## src/rtl/counter_step_monitor_if.sv

```systemverilog
// counter_step_monitor_if: observed counter signals and checker results
interface counter_step_monitor_if #(
  parameter int CNT_WIDTH = 8
);
  logic [3:0]           q;
  logic                 up_down;
  logic                 step_error;
  logic [3:0]           error_value;
  logic [CNT_WIDTH-1:0] error_count;
  logic                 wrap_pulse;
  logic                 wrap_dir;
  logic [CNT_WIDTH-1:0] wrap_count;
  logic                 tracking;
  modport master (
    output q, up_down,
    input  step_error, error_value, error_count, wrap_pulse, wrap_dir, wrap_count, tracking
  );
  modport slave (
    input  q, up_down,
    output step_error, error_value, error_count, wrap_pulse, wrap_dir, wrap_count, tracking
  );
endinterface

```

## src/rtl/counter_step_monitor.sv

```systemverilog
// counter_step_monitor: checks each counter sample is one step (mod 16) in the captured direction
module counter_step_monitor #(
  parameter int CNT_WIDTH    = 8,
  parameter bit STICKY_ERROR = 1'b1
) (
  input  logic                   clock_signal,
  input  logic                   reset_signal,
  counter_step_monitor_if.slave  mon
);
  typedef enum logic {SYNC, TRACK} state_t;
  localparam logic [CNT_WIDTH-1:0] CNT_MAX = {CNT_WIDTH{1'b1}};
  state_t               state, state_nxt;
  logic [3:0]           prev_q, expected, error_value, error_value_nxt;
  logic                 prev_dir, mismatch, good, wrap;
  logic                 step_error, step_error_nxt, wrap_pulse, wrap_dir, wrap_dir_nxt;
  logic [CNT_WIDTH-1:0] error_count, error_count_nxt, wrap_count, wrap_count_nxt;
  always_comb begin
    state_nxt       = TRACK;
    expected        = prev_dir ? prev_q + 4'd1 : prev_q - 4'd1;
    mismatch        = (state == TRACK) && (mon.q != expected);
    good            = (state == TRACK) && (mon.q == expected);
    // a correct step out of 15 (up) or 0 (down) is necessarily the wrap
    wrap            = good && (prev_dir ? prev_q == 4'hf : prev_q == 4'h0);
    step_error_nxt  = mismatch ? 1'b1 : (good && !STICKY_ERROR) ? 1'b0 : step_error;
    error_value_nxt = mismatch ? mon.q : error_value;
    error_count_nxt = (mismatch && error_count != CNT_MAX) ? error_count + 1'b1 : error_count;
    wrap_dir_nxt    = wrap ? prev_dir : wrap_dir;
    wrap_count_nxt  = (wrap && wrap_count != CNT_MAX) ? wrap_count + 1'b1 : wrap_count;
  end
  always_ff @(posedge clock_signal) begin
    if (reset_signal) begin
      state       <= SYNC;
      prev_q      <= '0;
      prev_dir    <= 1'b0;
      step_error  <= 1'b0;
      error_value <= '0;
      error_count <= '0;
      wrap_pulse  <= 1'b0;
      wrap_dir    <= 1'b0;
      wrap_count  <= '0;
    end else begin
      state       <= state_nxt;
      prev_q      <= mon.q;
      prev_dir    <= mon.up_down;
      step_error  <= step_error_nxt;
      error_value <= error_value_nxt;
      error_count <= error_count_nxt;
      wrap_pulse  <= wrap;
      wrap_dir    <= wrap_dir_nxt;
      wrap_count  <= wrap_count_nxt;
    end
  end
  assign mon.step_error  = step_error;
  assign mon.error_value = error_value;
  assign mon.error_count = error_count;
  assign mon.wrap_pulse  = wrap_pulse;
  assign mon.wrap_dir    = wrap_dir;
  assign mon.wrap_count  = wrap_count;
  assign mon.tracking    = (state == TRACK);
endmodule

```

## src/flat_wrapper.sv

```systemverilog
// flat-port wrapper written by rule: the top's interface ports become plain ports
module counter_step_monitor_flat 
#(
  parameter int CNT_WIDTH    = 8,
  parameter bit STICKY_ERROR = 1'b1
)
  (clock_signal, reset_signal, mon_q, mon_up_down, mon_step_error, mon_error_value, mon_error_count, mon_wrap_pulse, mon_wrap_dir, mon_wrap_count, mon_tracking);
  counter_step_monitor_if #(.CNT_WIDTH(CNT_WIDTH)) mon_i ();
  input  logic clock_signal;
  input  logic reset_signal;
  input wire logic [$bits(mon_i.q)-1:0] mon_q;
  input wire logic [$bits(mon_i.up_down)-1:0] mon_up_down;
  output wire logic [$bits(mon_i.step_error)-1:0] mon_step_error;
  output wire logic [$bits(mon_i.error_value)-1:0] mon_error_value;
  output wire logic [$bits(mon_i.error_count)-1:0] mon_error_count;
  output wire logic [$bits(mon_i.wrap_pulse)-1:0] mon_wrap_pulse;
  output wire logic [$bits(mon_i.wrap_dir)-1:0] mon_wrap_dir;
  output wire logic [$bits(mon_i.wrap_count)-1:0] mon_wrap_count;
  output wire logic [$bits(mon_i.tracking)-1:0] mon_tracking;
  assign mon_i.q = mon_q;
  assign mon_i.up_down = mon_up_down;
  assign mon_step_error = mon_i.step_error;
  assign mon_error_value = mon_i.error_value;
  assign mon_error_count = mon_i.error_count;
  assign mon_wrap_pulse = mon_i.wrap_pulse;
  assign mon_wrap_dir = mon_i.wrap_dir;
  assign mon_wrap_count = mon_i.wrap_count;
  assign mon_tracking = mon_i.tracking;
  counter_step_monitor #(.CNT_WIDTH(CNT_WIDTH), .STICKY_ERROR(STICKY_ERROR)) u_core (.clock_signal(clock_signal), .reset_signal(reset_signal), .mon(mon_i));
endmodule
```

## config.mk

```make
export PLATFORM = sky130hd
export DESIGN_NAME = counter_step_monitor_flat
export DESIGN_NICKNAME = d
export VERILOG_FILES = /design/src/rtl/counter_step_monitor_if.sv /design/src/rtl/counter_step_monitor.sv /design/src/flat_wrapper.sv
export SDC_FILE = /design/constraint.sdc
export NUM_CORES = 1
export LEC_CHECK = 0
export CORE_MARGIN = 2
export CORE_UTILIZATION = 38
export CTS_BUF_LIST = sky130_fd_sc_hd__clkbuf_16
export CTS_CLUSTER_SIZE = 16
export DETAILED_ROUTE_END_ITERATION = 8
export PLACE_DENSITY = 0.66
export SLEW_MARGIN = 30
export SYNTH_ARGS = -nofsm -noshare
export SYNTH_HDL_FRONTEND = slang
export SYNTH_SLANG_ARGS = --single-unit
```

## constraint.sdc

```tcl
create_clock -name clock_signal -period 6.87 [get_ports clock_signal]
set_input_delay 0.687 -clock clock_signal [delete_from_list [all_inputs] [get_ports clock_signal]]
set_output_delay 0.687 -clock clock_signal [all_outputs]
set_load 0.05 [all_outputs]
```

Yosys cells after proc, flatten, opt, wreduce, memory -nomap -nowiden
Cells that the tools add are included.
Word-level totals
  register bits after elaboration: 29
  latch bits: 0
  bits in writable memories: 0
  ROM bits: 0
  input bits: 7
  output and inout bits: 24
  logic and storage cells: 27
  memories: 0
Cells by class
  add/subtract/negate cells: 4
  multipliers: 0
  div/mod/pow operators: 0
  order comparisons: 0
  eq/ne operators: 5
  shifts and indexed selects: 0
  mux-type cells: 3
  bitwise logic cells: 0
  reductions and logical operators: 6
Operators by type and width (count)
  adder 8 x 1 -> 8 bit (second input constant): 2
  inequality test 8 bit (second input constant): 2
  logical AND 1 bit: 5
  adder 4 x 1 -> 4 bit (second input constant): 1
  equality test 4 bit: 1
  equality test 4 bit (second input constant): 1
  logical NOT 4 bit: 1
  2-to-1 mux 4 bit: 1
  inequality test 4 bit: 1
  subtractor 4 x 1 -> 4 bit (second input constant): 1
  2-to-1 mux 1 bit: 2

Logic depth before layout (Yosys ltp)
  depth in word-level cells: 6
  mapped depth: 8
  gate-level depth less buffers: 8

Worst setup path after synthesis
OpenSTA, ideal clock, no wires.
  kind: reg-to-reg
  start point: register u_core.prev_dir
  end point: register u_core.wrap_count[4], in the netlist u_core.mon.wrap_count[4]
  library setup time: 0.121 ns
  arrival: 2.251 ns
  data required time: 6.749 ns
  slack: 4.498 ns
  cell stages (with the launch flop): 9
  path buffers: 0
  period minus slack after synthesis: 2.372 ns
  path through: dfxtp_1 -> inv_1 -> fa_1 -> xnor2_1 -> nand3_1 -> nor3b_2 -> nand2_1 -> nor2_1 -> mux2_2
Between the ends
  cells in the longest elaborated chain, start to end: 5
  elaborated cells between the ends (all ways): 6
  those cells by class: eq/ne (1); mux (2); reduce/logical (3)
Ends and longest elaborated chain
  start: declaration: RTL line counter_step_monitor.sv:14  | logic prev_dir, mismatch, good, wrap;
  start signal: assignment: RTL line counter_step_monitor.sv:44  | prev_dir <= mon.up_down;
  2-to-1 mux 4 bit: RTL line counter_step_monitor.sv:19  | expected = prev_dir ? prev_q + 4'd1 : prev_q - 4'd1;
  equality test 4 bit: RTL line counter_step_monitor.sv:21  | good = (state == TRACK) && (mon.q == expected);
  logical AND 1 bit: RTL line counter_step_monitor.sv:21
  logical AND 1 bit (*): RTL line counter_step_monitor.sv:23  | wrap = good && (prev_dir ? prev_q == 4'hf : prev_q == 4'h0);
  logical AND 1 bit (*): RTL line counter_step_monitor.sv:28  | wrap_count_nxt = (wrap && wrap_count != CNT_MAX) ? wrap_count + 1'b1 : wrap_count;
  end signal: assignment: RTL line counter_step_monitor.sv:50  | wrap_count <= wrap_count_nxt;
  end: declaration: RTL line counter_step_monitor.sv:16  | logic [CNT_WIDTH-1:0] error_count, error_count_nxt, wrap_count, wrap_count_nxt;
Mark *: on every way between the ends. The rest lies on a longest branch, timed or not.
A chain may end at the register's enable or synchronous reset.

Worst setup path in the final report
  start point: input port mon_q[2]
  end point: register u_core.wrap_count[4], in the netlist u_core.mon.wrap_count[4]
Between the ends
  cells in the longest elaborated chain, start to end: 4
Ends and longest elaborated chain
  start: declaration: RTL line flat_wrapper.sv:11  | input wire logic [$bits(mon_i.q)-1:0] mon_q;
  equality test 4 bit: RTL line counter_step_monitor.sv:21
  logical AND 1 bit: RTL line counter_step_monitor.sv:21
  logical AND 1 bit: RTL line counter_step_monitor.sv:23
  logical AND 1 bit: RTL line counter_step_monitor.sv:28
No other way between the ends.

==> metrics.cfg <==
[yosys]
synth_fp_nets = 154
synth-seq-cells = 29
async_flop_share_pct = 0
syn_inst = 142
synth_area_leaders = dfxtp_1 42%, mux2i_1 5.8%, nor2_1 4.1%
synth_top_flop_cell = dfxtp_1
synth_commonest_cells = 29 x dfxtp_1, 15 x nor2_1, 11 x nand3_1, 8 x mux2i_1, 7 x nor2b_1
netlist.area_leader.share_pct = 41.9
ys_seq_area_share_pct = 41.9
synthesis.area_um2 = 1390
synth.avg_cell_area_um2 = 9.75
synth_edf_count = 0
synth.distinct_cells = 39
yosys_warnings = 0
synth_most_common_cell = dfxtp_1
synth_top_cell_by_area = dfxtp_1

[critical_path]
cp_cell_sequence = clkdlybuf4s50_1, xnor3_1, nand3_1, nor3b_2, nand2_1, nor2_1, mux2_2
crit_path_max_incr_delay_ns = 0.44
startpoint = mon_q[2]
crit_type = in -> reg
startpoint_type = primary input
cp_top_family = simple AND/OR/NAND/NOR gates
slowest_stage = clkdlybuf4s50_1
arrival_ns = 2.77
path_max_fanout = 6
path_buf_inv = 1
rr_startpoint = u_core.prev_dir
cp-end-kind = flip-flop
cp_data_required_time_ns = 7.02

[cts]
clock_sinks = 29
cts_buffers = 5
post_cts_buffers = 0
cts_tree = done
clk_pin_slew_ns = 0.05
cts_resized = 0
holdBufCountCts = 0
h-tree-depth = 2
clock_latency_ns = 0.27
clockBufferDepth = 2
cts_root_buffer = clkbuf_16

[routing]
wl_met1_um = 1210
vias = 1130
routed_via_density = 5.07
drtAntennaViolNets = 0
drtIter0Drc = 60
drt_pass1_iterations = 4
wl_met2_um = 1350
route.detailed.drc = 0
wirelength_um = 2760
wl_met3_um = 157
wl_per_cell_um = 12.4
topRoutingLayerUsed = met4

[floorplan]
die-area_um2 = 4140
io_pins = 31
die_w_um = 64.4
start_util_pct = 40.5
rows = 21
core_um2 = 3420
die_h_um = 64.4

[job]
drv_cap = 0

[timing]
worst_pin_slew_ns = 0.505
fmaxAchievable_ghz = 0.382
min_period_ns = 2.62
max_slew_margin_pct = 66.2
rsz0062_at_grt = false
slew_violations = 0
finalSetupViolCount = 0
hold_violations = 0
fin_tns_setup_ns = 0
skew_ns = 0.00628
setup_slack_ns = 4.25
period_share_pct = 38.1
whs_ns = 0.444

[global_route]
grt_pass1_wl_um = 4670
first_global_vias = 1043
overflow = 0
grtUsageTotal_pct = 14.9
antenna_found_initial = 0
grt_max_degree = 30

[status]
outcome = finished clean

[min_path]
min-delay-start = u_core.mon.step_error
holdCritPathClass = reg -> reg

[power_and_ir_drop]
leakage_nw = 0.723
peakVddDrop_v = 0.000152
powerDensity_nw_per_um2 = 259

[cells_and_area]
num_antenna_cells = 0
layout-drive-gt1-share_pct = 9.60
synthToLayoutAreaGrowth_pct = 36.4
nNetsFinal = 188
fillers = 317
final_core_util_pct = 55.3

[placement]
place.detailed.hpwl_um = 2030
dp_slack_ns = 3.96
gp_congestion = 0.798
port_buffers = 30

[worst reg2reg max path, delay by kind of cell, from the launching register on]
kind / cells / cell delay [ns]
simple gates: 4 / 0.93
fa+ha+maj: 1 / 0.56
flops: 1 / 0.40
buf+inv: 1 / 0.13
mux: 1 / 0.34
xor+xnor: 1 / 0.12
[sequential cells by signal (all words and copies together) (netlist names)]
signal,cells
u_core.prev_dir,1
u_core.mon.error_value,4
u_core.mon.wrap_dir,1
u_core.mon.tracking,1
u_core.mon.step_error,1
u_core.mon.wrap_pulse,1
u_core.mon.wrap_count,8
u_core.prev_q,4
u_core.mon.error_count,8
[through the flow]
stage / instances / area, um2 / total power, mW
final: 223 / 1890 / 0.490
after floorplan: 142 / 1390 / 0.237
after detailed placement: 215 / 1730 / 0.257
after global routing: 223 / 1890 / 0.513
after global placement: 215 / 1730 / 0.255
after CTS: 223 / 1890 / 0.498
[placed cells by master (no fill, tap or decap), types with 2 or more instances in the layout]
cell,netlist,layout
nand4_1,2,2
a21oi_1,6,6
inv_1,4,5
or3_1,4,4
clkbuf_16,0,5
dfxtp_1,29,29
nor2b_1,7,7
mux2_2,2,2
and2_1,2,2
nand3_1,11,11
nor2_1,15,15
nor3_1,2,2
xor2_1,5,5
o21ai_0,5,5
nand2_1,6,6
and3_1,3,3
ha_1,4,4
xnor2_1,4,4
clkdlybuf4s50_1,0,29
mux2i_1,8,8
[metal layers]
layer | up-vias | GRT usage, %
met3 | 2 | 6.87
met2 | 28 | 23.3
met4 | 0 | 7.45
met1 | 530 | 17.1
met5 | - | 0
li1 | 570 | -
[path summary, 6_finish.rpt]
path | endpoint | slack [ns] | cells after the start
worst max-delay path | u_core.mon.wrap_count[4] | 4.25 | 7
worst min-delay path | u_core.mon.step_error | 0.44 | 2
worst max register to register | u_core.mon.wrap_count[4] | 4.30 | 8
worst min register to register | u_core.mon.step_error | 0.44 | 2
[cell families (layout without fill, tap and decap cells)]
logic type | after synthesis | count (layout) | synth area share, %
xor+xnor | 12 | 12 | 10.5
fa+ha+maj | 5 | 5 | 5.06
simple gates | 59 | 59 | 22.9
flops | 29 | 29 | 41.9
buf+inv | 7 | 42 | 1.90
compound gates | 20 | 20 | 10.4
mux | 10 | 10 | 7.41
[where the power goes]
group	internal, mW	total [mW]	switching [mW]
logic	0.0294	0.0724	0.0431
clock network	0.168	0.237	0.0692
registers	0.175	0.181	0.00588
[final cells by class]
class	instances	area (um2)	area share [%]
clock inverters	3	37.5	1.99
multi-input cells	106	778	41.2
flip-flops and latches	29	581	30.7
clock buffers	5	125	6.62
well taps	46	57.6	3.05
repair buffers	30	295	15.6
inverters	4	15.0	0.795
Note: power is estimated with default switching activity, not from simulation.
